===== src/rtl/prm_pkg.sv =====
// Shared constants and FSM encoding for the edge-mask scanner.
package prm_pkg;

  localparam int unsigned PRM_CODE_W = 15;
  localparam int unsigned PRM_WORD_W = 32;
  localparam int unsigned PRM_IDX_W  = 12;
  localparam int unsigned PRM_CNT_W  = 16;

  typedef enum logic [1:0] {
    ST_IDLE  = 2'd0,
    ST_SCAN  = 2'd1,
    ST_DRAIN = 2'd2,
    ST_FIN   = 2'd3
  } prm_state_e;

  // Width of a bit-position index into a WORD_W-bit word (minimum 1).
  function automatic int unsigned prm_pos_w(input int unsigned w);
    return (w > 1) ? $clog2(w) : 1;
  endfunction

endpackage


===== src/rtl/prm_mask_packer.sv =====
// Packs per-code mask bits into WORD_W words: one accumulator feeding one
// output register with a valid/ready handshake.
module prm_mask_packer
  import prm_pkg::*;
#(
  parameter int unsigned WORD_W = PRM_WORD_W
) (
  input  logic                          clk,
  input  logic                          rst_n,
  input  logic                          clr_i,
  input  logic                          cap_en_i,
  input  logic                          cap_bit_i,
  input  logic [prm_pos_w(WORD_W)-1:0]  cap_pos_i,
  input  logic                          cap_close_i,
  input  logic                          cap_last_i,
  input  logic                          m_ready_i,
  output logic                          full_o,
  output logic                          m_valid_o,
  output logic [WORD_W-1:0]             m_data_o,
  output logic                          m_last_o,
  output logic [PRM_IDX_W-1:0]          m_idx_o
);

  logic [WORD_W-1:0]    acc_q, acc_d;
  logic                 full_q, full_d;
  logic                 acc_last_q, acc_last_d;
  logic [PRM_IDX_W-1:0] widx_q, widx_d;
  logic                 m_valid_q, m_valid_d;
  logic [WORD_W-1:0]    m_data_q, m_data_d;
  logic                 m_last_q, m_last_d;
  logic [PRM_IDX_W-1:0] m_idx_q, m_idx_d;
  logic                 xfer;

  // A complete accumulator moves out when the output register is empty or draining.
  always_comb begin
    xfer       = full_q & (~m_valid_q | m_ready_i);
    acc_d      = acc_q;
    full_d     = full_q;
    acc_last_d = acc_last_q;
    widx_d     = widx_q;
    m_valid_d  = m_valid_q;
    m_data_d   = m_data_q;
    m_last_d   = m_last_q;
    m_idx_d    = m_idx_q;

    if (m_valid_q && m_ready_i) begin
      m_valid_d = 1'b0;
    end

    // Clearing on transfer before the capture lets a new word start in the
    // same cycle the old one leaves, and keeps unfilled high bits zero.
    if (xfer) begin
      m_valid_d  = 1'b1;
      m_data_d   = acc_q;
      m_last_d   = acc_last_q;
      m_idx_d    = widx_q;
      acc_d      = '0;
      full_d     = 1'b0;
      acc_last_d = 1'b0;
      widx_d     = widx_q + PRM_IDX_W'(1);
    end

    if (cap_en_i) begin
      acc_d[cap_pos_i] = cap_bit_i;
      if (cap_close_i) begin
        full_d     = 1'b1;
        acc_last_d = cap_last_i;
      end
    end

    if (clr_i) begin
      acc_d      = '0;
      full_d     = 1'b0;
      acc_last_d = 1'b0;
      widx_d     = '0;
    end
  end

  // Accumulator and output register state.
  always_ff @(posedge clk) begin
    if (!rst_n) begin
      acc_q      <= '0;
      full_q     <= 1'b0;
      acc_last_q <= 1'b0;
      widx_q     <= '0;
      m_valid_q  <= 1'b0;
      m_data_q   <= '0;
      m_last_q   <= 1'b0;
      m_idx_q    <= '0;
    end else begin
      acc_q      <= acc_d;
      full_q     <= full_d;
      acc_last_q <= acc_last_d;
      widx_q     <= widx_d;
      m_valid_q  <= m_valid_d;
      m_data_q   <= m_data_d;
      m_last_q   <= m_last_d;
      m_idx_q    <= m_idx_d;
    end
  end

  assign full_o    = full_q;
  assign m_valid_o = m_valid_q;
  assign m_data_o  = m_data_q;
  assign m_last_o  = m_last_q;
  assign m_idx_o   = m_idx_q;

endmodule


===== src/rtl/prm_edge_scan.sv =====
// Sweeps a range of configuration codes through an external combinational
// obstacle checker and streams the returned edge-mask bits as packed words.
module prm_edge_scan
  import prm_pkg::*;
#(
  parameter int unsigned CODE_W = PRM_CODE_W,
  parameter int unsigned WORD_W = PRM_WORD_W
) (
  input  logic                  clk,
  input  logic                  rst_n,
  input  logic                  start,
  input  logic [CODE_W-1:0]     code_base,
  input  logic [PRM_CNT_W-1:0]  code_count,
  output logic [CODE_W-1:0]     chk_code,
  input  logic                  chk_mask,
  output logic                  m_valid,
  input  logic                  m_ready,
  output logic [WORD_W-1:0]     m_data,
  output logic                  m_last,
  output logic [PRM_IDX_W-1:0]  m_idx,
  output logic                  busy,
  output logic                  done,
  output logic [PRM_CNT_W-1:0]  hit_count
);

  localparam int unsigned POS_W = prm_pos_w(WORD_W);

  prm_state_e           state_q, state_d;
  logic [CODE_W-1:0]    code_q, code_d;
  logic [PRM_CNT_W-1:0] i_q, i_d;
  logic [PRM_CNT_W-1:0] count_q, count_d;
  logic [PRM_CNT_W-1:0] hit_q, hit_d;
  logic [POS_W-1:0]     pos_q, pos_d;

  logic pk_full, pk_valid, pk_last;
  logic clr, cap_en, cap_close, last_cap, stall;

  // Next-state, datapath updates and packer controls.
  always_comb begin
    state_d   = state_q;
    code_d    = code_q;
    i_d       = i_q;
    count_d   = count_q;
    hit_d     = hit_q;
    pos_d     = pos_q;
    clr       = 1'b0;
    cap_en    = 1'b0;
    done      = 1'b0;
    last_cap  = (i_q == count_q - PRM_CNT_W'(1));
    stall     = pk_full & pk_valid & ~m_ready;
    cap_close = (pos_q == POS_W'(WORD_W - 1)) | last_cap;

    unique case (state_q)
      ST_IDLE: begin
        if (start) begin
          clr     = 1'b1;
          code_d  = code_base;
          count_d = code_count;
          i_d     = '0;
          pos_d   = '0;
          hit_d   = '0;
          state_d = (code_count == '0) ? ST_FIN : ST_SCAN;
        end
      end
      ST_SCAN: begin
        if (!stall) begin
          cap_en = 1'b1;
          i_d    = i_q + PRM_CNT_W'(1);
          code_d = code_q + CODE_W'(1);
          pos_d  = (pos_q == POS_W'(WORD_W - 1)) ? '0 : pos_q + POS_W'(1);
          if (chk_mask) begin
            hit_d = hit_q + PRM_CNT_W'(1);
          end
          if (last_cap) begin
            state_d = ST_DRAIN;
          end
        end
      end
      ST_DRAIN: begin
        if (pk_valid && m_ready && pk_last) begin
          state_d = ST_FIN;
        end
      end
      ST_FIN: begin
        done    = 1'b1;
        state_d = ST_IDLE;
      end
      default: state_d = ST_IDLE;
    endcase
  end

  // State register and scan datapath.
  always_ff @(posedge clk) begin
    if (!rst_n) begin
      state_q <= ST_IDLE;
      code_q  <= '0;
      i_q     <= '0;
      count_q <= '0;
      hit_q   <= '0;
      pos_q   <= '0;
    end else begin
      state_q <= state_d;
      code_q  <= code_d;
      i_q     <= i_d;
      count_q <= count_d;
      hit_q   <= hit_d;
      pos_q   <= pos_d;
    end
  end

  prm_mask_packer #(
    .WORD_W (WORD_W)
  ) u_packer (
    .clk         (clk),
    .rst_n       (rst_n),
    .clr_i       (clr),
    .cap_en_i    (cap_en),
    .cap_bit_i   (chk_mask),
    .cap_pos_i   (pos_q),
    .cap_close_i (cap_close),
    .cap_last_i  (last_cap),
    .m_ready_i   (m_ready),
    .full_o      (pk_full),
    .m_valid_o   (pk_valid),
    .m_data_o    (m_data),
    .m_last_o    (pk_last),
    .m_idx_o     (m_idx)
  );

  assign m_valid   = pk_valid;
  assign m_last    = pk_last;
  assign busy      = (state_q != ST_IDLE);
  assign chk_code  = (state_q == ST_SCAN) ? code_q : '0;
  assign hit_count = hit_q;

endmodule


===== config.mk =====
export PLATFORM = sky130hd
export DESIGN_NAME = prm_edge_scan
export DESIGN_NICKNAME = d
export VERILOG_FILES = /design/src/rtl/prm_pkg.sv /design/src/rtl/prm_mask_packer.sv /design/src/rtl/prm_edge_scan.sv
export SDC_FILE = /design/constraint.sdc
export NUM_CORES = 1
export LEC_CHECK = 0
export BUFFER_PORTS_ARGS = -buffer_cell sky130_fd_sc_hd__buf_4
export CORE_UTILIZATION = 57
export CTS_CLUSTER_DIAMETER = 50
export DETAILED_ROUTE_END_ITERATION = 12
export PLACE_DENSITY = 0.9
export SETUP_SLACK_MARGIN = 0.15
export SYNTH_ARGS = -nofsm -noshare
export SYNTH_HDL_FRONTEND = slang
export SYNTH_HIERARCHICAL = 1
export SYNTH_SLANG_ARGS = --single-unit

===== constraint.sdc =====
create_clock -name clk -period 3.47 [get_ports clk]
set_clock_uncertainty 0.15 [all_clocks]
set_input_delay 0 -clock clk [delete_from_list [all_inputs] [get_ports clk]]
set_output_delay 0 -clock clk [all_outputs]
set_load 0.01 [all_outputs]

=== Yosys cells after proc, flatten, opt, wreduce, memory -nomap -nowiden ===
Index checks and enable logic that the tools add are counted.

* Bitwise operators: 8
* Add/sub/neg operators: 6
* Magnitude comparators: 2
* Equal/unequal tests: 10
* Muxes and demuxes: 38
* Reduce and logical (&&, ||, !) cells: 13

{| class="wikitable"
|+ Operator list
! kind !! number
|-
| $mux W16 || 4
|-
| $mux W32 || 2
|-
| $pmux W16 S2 || 2
|-
| $mux W15 || 3
|-
| $add A16 B1 Y16 const B || 2
|-
| $bwmux W32 || 1
|-
| $pmux W15 S2 || 1
|-
| $eq A16 B16 Y1 || 1
|-
| $logic_not A16 Y1 || 1
|-
| $sub A16 B1 Y16 const B || 1
|-
| $add A15 B1 Y15 const B || 1
|-
| $mux W5 || 3
|-
| $mux W1 || 14
|-
| $add A12 B1 Y12 const B || 1
|-
| $mux W2 || 5
|-
| $pmux W5 S2 || 1
|-
| $ne A2 B2 Y1 const B || 4
|-
| $pmux W2 S4 || 1
|-
| $reduce_and A4 Y1 || 2
|-
| $lt A5 B6 Y1 const B || 1
|-
| $reduce_bool A2 Y1 || 3
|-
| $add A5 B1 Y5 const B || 1
|-
| $demux W1 S5 || 1
|-
| $eq A5 B5 Y1 const B || 1
|-
| other kinds (12) || 20
|}

* Bits in registers: 162
* Input bits: 36
* Output and inout bits: 79
* Logic and storage cells: 91

=== Logic depth before layout (Yosys ltp) ===
* Depth in word-level cells: 6
* Depth in mapped cells: 12
* Depth with buffers taken out: 12

=== Cells and area by module ===
The synthesis kept the hierarchy.

{| class="wikitable"
|+ Modules (own cells, without submodules)
! module !! cells an instance !! sequential area each (um^2) !! times used !! area an instance (um^2)
|-
| prm_edge_scan || 514 || 1,401.3 || 1 || 3,986.3
|-
| prm_mask_packer || 446 || 1,841.8 || 1 || 3,758.6
|}

=== Least setup slack after synthesis ===
Ideal clock, no wire load.

* Kind: register -> register
* Start: reg count_q[0]
* End: reg state_q[1]
* Arrival: 2.454 ns
* Setup time: 0.072 ns
* Stages on the path, launching flop included: 11
* Setup slack: 0.794 ns
* Required time: 3.248 ns
* Path buffers: 0
* Clock period less this slack: 2.676 ns
* Cell sequence: dfxtp_1 -> inv_1 -> ha_1 -> or4b_4 -> nor2_4 -> nor4b_2 -> a31o_1 -> a32oi_1 -> or4_4 -> a21boi_2 -> mux2i_1

* Longest elaborated chain between the ends: 4

{| class="wikitable"
|+ RTL lines
! item !! line !! RTL
|-
| start: declaration || prm_edge_scan.sv:31 || <nowiki>logic [PRM_CNT_W-1:0] count_q, count_d;</nowiki>
|-
| start signal: assignment || prm_edge_scan.sv:105 || <nowiki>count_q <= count_d;</nowiki>
|-
| $sub A16 B1 Y16 || prm_edge_scan.sv:49 || <nowiki>last_cap = (i_q == count_q - PRM_CNT_W'(1));</nowiki>
|-
| $eq A16 B16 Y1 || prm_edge_scan.sv:49 ||
|-
| $ne A2 B1 Y1 (no source line) || n/a ||
|-
| $reduce_and A4 Y1 (no source line) || n/a ||
|-
| end signal: assignment || prm_edge_scan.sv:102 || <nowiki>state_q <= state_d;</nowiki>
|-
| end: declaration || prm_edge_scan.sv:28 || <nowiki>prm_state_e state_q, state_d;</nowiki>
|}

Every way passes these cells.
A chain may end at the register's enable or synchronous reset.

=== Final worst setup path ===
* Start: reg state_q[1]
* End: reg u_packer.acc_q[18]

* Longest elaborated chain between the ends: 3
* Elaborated cells on any way between the ends: 6
* Classes of those cells: eq/ne: 1; mux: 3; reduce/logical: 2

{| class="wikitable"
|+ RTL lines
! item !! line !! RTL
|-
| $eq A2 B1 Y1 || prm_edge_scan.sv:53 || <nowiki>unique case (state_q)</nowiki>
|-
| $mux W1 || prm_edge_scan.sv:53 ||
|-
| via cap_en || prm_edge_scan.sv:36 || <nowiki>logic clr, cap_en, cap_close, last_cap, stall;</nowiki>
|-
| $mux W32 || prm_mask_packer.sv:63 || <nowiki>if (cap_en_i) begin</nowiki>
|-
| end signal: assignment || prm_mask_packer.sv:82 || <nowiki>acc_q <= '0;</nowiki>
|-
| end signal: assignment || prm_mask_packer.sv:91 || <nowiki>acc_q <= acc_d;</nowiki>
|-
| end: declaration || prm_mask_packer.sv:24 || <nowiki>logic [WORD_W-1:0] acc_q, acc_d;</nowiki>
|}

The timed path passes the listed nets, and every way through them passes these cells.

==> impl_results.rst <==
.. list-table::
   :header-rows: 1

   * - Metric
     - Value
   * - Register-to-register path setup slack
     - a little under 500 ps
   * - Fin Setup TNS
     - 0 ps
   * - Drt wl/cell
     - between 15 and 20 um
   * - Placed Area
     - 8660 um2
   * - Worst reg2reg path depth
     - 8
   * - Setup-failing EPs final
     - 0
   * - Startpoint type of the worst setup path
     - flop
   * - Reg-to-reg endpoint
     - u_packer/acc_q[18]
   * - Fraction of final layout cells sized beyond drive strength 1
     - around 17%
   * - Post-CTS Setup Inserts
     - 0
   * - Syn-to-layout area delta
     - 23.9%
   * - Synthesized area per cell
     - 8.07 um2
   * - CTS Sinks
     - ~160
   * - Worst slew pin tran
     - a little under 800 ps
   * - CTS HTree Levels
     - 4
   * - Largest net degree at the start of global routing
     - 58
   * - Die Height
     - about 120 um
   * - TritonCTS buffer count
     - 17
   * - Peak supply drop
     - around 0.46 mV
   * - Number of DRC violations after detailed routing
     - 0
   * - Final cell area excluding filler cells
     - 9600 um2
   * - Initial standard-cell utilization of the core
     - about three fifths
   * - Total die area
     - between 10000 and 15000 um2
   * - Wire length of the first global-routing pass
     - 33600 um
   * - End of the critical path
     - u_packer/acc_q[18]
   * - Period minus WS final
     - a little under 3000 ps
   * - Count of unique library cells instantiated by Yosys
     - 73
   * - Worst setup EP type
     - flop
   * - Arrival time reported for the critical path endpoint
     - around 3200 ps
   * - Skew-Pair Late Insertion Delay
     - around 430 ps
   * - Vias in the first global route
     - between 7000 and 8000
   * - Proportion of register bits with asynchronous set or reset after synthesis
     - 0%
   * - Iteration-0 DRC count of the detailed router
     - ~640
   * - Post-synth EDFFs
     - 0
   * - Final wirelength
     - between 15000 and 20000 um
   * - Global-route total usage across every layer
     - approximately 29%
   * - Clock-pin transition on the worst setup and hold timing paths
     - 60 ps
   * - Synthesis-stage register bit count
     - 162
   * - Data required time at the worst endpoint
     - 3680 ps
   * - Width of the die
     - 119 um
   * - Root buffer selected by CTS
     - sky130_fd_sc_hd__clkbuf_16
   * - Number of pins with negative max-slew slack in the final report
     - 0
   * - Maximum fanout along the worst path
     - 17
   * - Static Leakage
     - between 3 and 4 nW
   * - Final hold violation count
     - 0
   * - Worst hold slack after final layout
     - between 150 and 200 ps
   * - Routability congestion estimate
     - between 0.9 and 1
   * - Worst slew margin relative to its limit
     - between 40% and 50%
   * - Most used flip-flop cell after synthesis
     - sky130_fd_sc_hd__dfxtp_1
   * - Detailed placer's ending HPWL
     - between 10000 and 15000 um
   * - Number of antenna violations at the first check in global routing
     - 0
   * - Synthesized netlist cell count
     - 960
   * - Hold/Removal Path Class
     - input pin to flop
   * - YS warnings
     - 6
   * - Maximum capacitance violations
     - 0
   * - Max Buffers Root-to-Sink
     - 2
   * - CP Launch Point
     - state_q[1]
   * - Final net count
     - ~1100
   * - Top achievable clock speed
     - between 300 and 400 MHz
   * - Worst r2r src
     - state_q[1]
   * - CTS tree
     - built
   * - Syn_nets
     - between 1000 and 1500
   * - Final standard cell utilization of the core
     - between 70 and 80%
   * - Count of port buffers added during placement
     - between 100 and 150
   * - Final period utilization
     - between 80 and 90%
   * - Status
     - finished clean
   * - Placeable core area
     - 13200 um2
   * - Number of antenna cells inserted
     - 0
   * - Crit Path Class
     - flop to flop
   * - Drt first pass iters
     - 5
   * - Number of ports placed on the die boundary
     - 115
   * - Average vias per placed instance
     - around 5.8
   * - Setup repair after global routing missed its margin
     - false
   * - Count of standard-cell rows
     - 42
   * - Pwr dens
     - 544 nW/um2
   * - Total standard cell area after synthesis
     - 7740 um2
   * - Count of antenna-violating nets left after detailed routing
     - 0
   * - Total gr overflow
     - 0
   * - Via count
     - approximately 7400
   * - Share of the yosys chip area belonging to registers
     - roughly two fifths
-- synthesized netlist by cell type, types with 2 or more instances --
cell type | count | share of area [%]
sky130_fd_sc_hd__a21o_1 | 2 | 0.19
sky130_fd_sc_hd__clkinv_1 | 3 | 0.15
sky130_fd_sc_hd__a21boi_0 | 45 | 4.4
sky130_fd_sc_hd__nand4b_1 | 2 | 0.23
sky130_fd_sc_hd__mux2i_1 | 9 | 1.2
sky130_fd_sc_hd__and4_1 | 2 | 0.23
sky130_fd_sc_hd__a211oi_1 | 3 | 0.29
sky130_fd_sc_hd__buf_2 | 12 | 0.78
sky130_fd_sc_hd__a21oi_1 | 78 | 5.0
sky130_fd_sc_hd__nor2_1 | 79 | 3.8
sky130_fd_sc_hd__nor3b_1 | 2 | 0.19
sky130_fd_sc_hd__and2_2 | 2 | 0.19
sky130_fd_sc_hd__and2_1 | 18 | 1.5
sky130_fd_sc_hd__nand2_1 | 168 | 8.1
sky130_fd_sc_hd__a22oi_1 | 4 | 0.39
sky130_fd_sc_hd__xnor2_1 | 14 | 1.6
sky130_fd_sc_hd__or2_2 | 6 | 0.48
sky130_fd_sc_hd__o21a_1 | 2 | 0.19
sky130_fd_sc_hd__inv_1 | 16 | 0.78
sky130_fd_sc_hd__o211ai_1 | 33 | 3.2
sky130_fd_sc_hd__nor4_1 | 7 | 0.57
sky130_fd_sc_hd__xor2_1 | 39 | 4.4
sky130_fd_sc_hd__clkbuf_1 | 34 | 1.6
sky130_fd_sc_hd__ha_1 | 11 | 1.8
sky130_fd_sc_hd__or3_1 | 7 | 0.57
sky130_fd_sc_hd__a31oi_1 | 5 | 0.40
sky130_fd_sc_hd__nand3_1 | 64 | 4.1
sky130_fd_sc_hd__nor2b_1 | 10 | 0.81
sky130_fd_sc_hd__o22ai_1 | 6 | 0.48
sky130_fd_sc_hd__o31ai_1 | 2 | 0.19
sky130_fd_sc_hd__nand2b_1 | 4 | 0.32
sky130_fd_sc_hd__buf_4 | 4 | 0.39
sky130_fd_sc_hd__and3_1 | 13 | 1.1
sky130_fd_sc_hd__o21ai_0 | 20 | 1.3
sky130_fd_sc_hd__nand4_1 | 18 | 1.5
sky130_fd_sc_hd__and3b_1 | 2 | 0.23
sky130_fd_sc_hd__nand3b_1 | 2 | 0.19
sky130_fd_sc_hd__buf_1 | 5 | 0.24
sky130_fd_sc_hd__dfxtp_1 | 162 | 42
sky130_fd_sc_hd__nor3_1 | 12 | 0.78
-- flip-flops by register name, summed over array words and instances (netlist names), 2 cells and up --
| signal | flops |
|---|---|
| code_q | 15 |
| count_q | 16 |
| hit_count | 16 |
| i_q | 16 |
| pos_q | 5 |
| state_q | 2 |
| u_packer/acc_q | 32 |
| u_packer/m_data_o | 32 |
| u_packer/m_idx_o | 12 |
| u_packer/widx_q | 12 |
-- worst max-delay path: stages, from the launching register on --
cell and delay (ps):
sky130_fd_sc_hd__dfxtp_1 340, sky130_fd_sc_hd__inv_1 90, sky130_fd_sc_hd__ha_1 300, sky130_fd_sc_hd__clkinv_1 450, sky130_fd_sc_hd__nor2_1 480, sky130_fd_sc_hd__nand2_1 130
sky130_fd_sc_hd__nor2_1 610, sky130_fd_sc_hd__nand3_1 200, sky130_fd_sc_hd__a21oi_1 170
-- placed cells by master (no fill, tap or decap), types with 20 or more instances in the layout --
master	synthesis	routed
sky130_fd_sc_hd__a21boi_0	45	45
sky130_fd_sc_hd__a21oi_1	78	78
sky130_fd_sc_hd__buf_4	4	125
sky130_fd_sc_hd__dfxtp_1	162	162
sky130_fd_sc_hd__dlygate4sd3_1	0	34
sky130_fd_sc_hd__nand2_1	168	167
sky130_fd_sc_hd__nand3_1	64	64
sky130_fd_sc_hd__nor2_1	79	79
sky130_fd_sc_hd__o211ai_1	33	33
sky130_fd_sc_hd__o21ai_0	20	20
sky130_fd_sc_hd__xor2_1	39	39
-- routing by layer --
layer	GRT usage [%]	share of wire, %
met1	37.8	43
met2	46.7	47
met3	6.66	7.2
met4	13.7	2.5
met5	0	0
-- per-stage QoR --
step	std cells	power, mW	setup WS (ps)
after floorplan	960	2.97	794
after global placement	1205	3.25	713
after detailed placement	1205	3.29	634
after CTS	1271	5.20	603
after global routing	1271	5.47	235
final	1271	5.22	488
-- cell type report --
class | instances | area (um2)
fillers | 985 | 3640
repair buffers | 159 | 1280
well taps | 176 | 220
inverters | 19 | 71.3
clock buffers | 22 | 474
clock inverters | 10 | 123
flip-flops and latches | 162 | 3240
multi-input cells | 723 | 4190
-- cells by family after synthesis --
kind of cell | share of synthesized area, %
buffers and inverters | 4.12
and+or+nand+nor | 26.8
muxes | 1.31
xor gates and xnor gates | 5.99
AOI/OAI and AO/OA | 18.1
DFF | 41.9
adders and majority gates | 1.78
-- report_power, final --
part | switching, mW | internal (mW)
logic | 0.758 | 0.481
clock network | 0.764 | 1.12
registers | 0.132 | 1.96
total | 1.65 | 3.56
-- worst min-delay path by stage --
| stage | from | to | slack (ps) | cells after the start |
|---|---|---|---|---|
| finish | start | count_q[4] | 180 | 4 |
| global route | start | state_q[1] | 220 | 5 |
| CTS | start | count_q[4] | 160 | 4 |
| detailed placement | code_count[15] | count_q[15] | 120 | 3 |
| global placement | code_count[6] | count_q[6] | 110 | 3 |
| floorplan | code_count[3] | count_q[3] | -10 | 2 |
-- timing repair --
action / CTS / global route
hold buffers: 34 / 0
hold endpoints to repair: 119 / 0
gates resized for setup: 0 / 0
(Power assumes the default switching activity.)
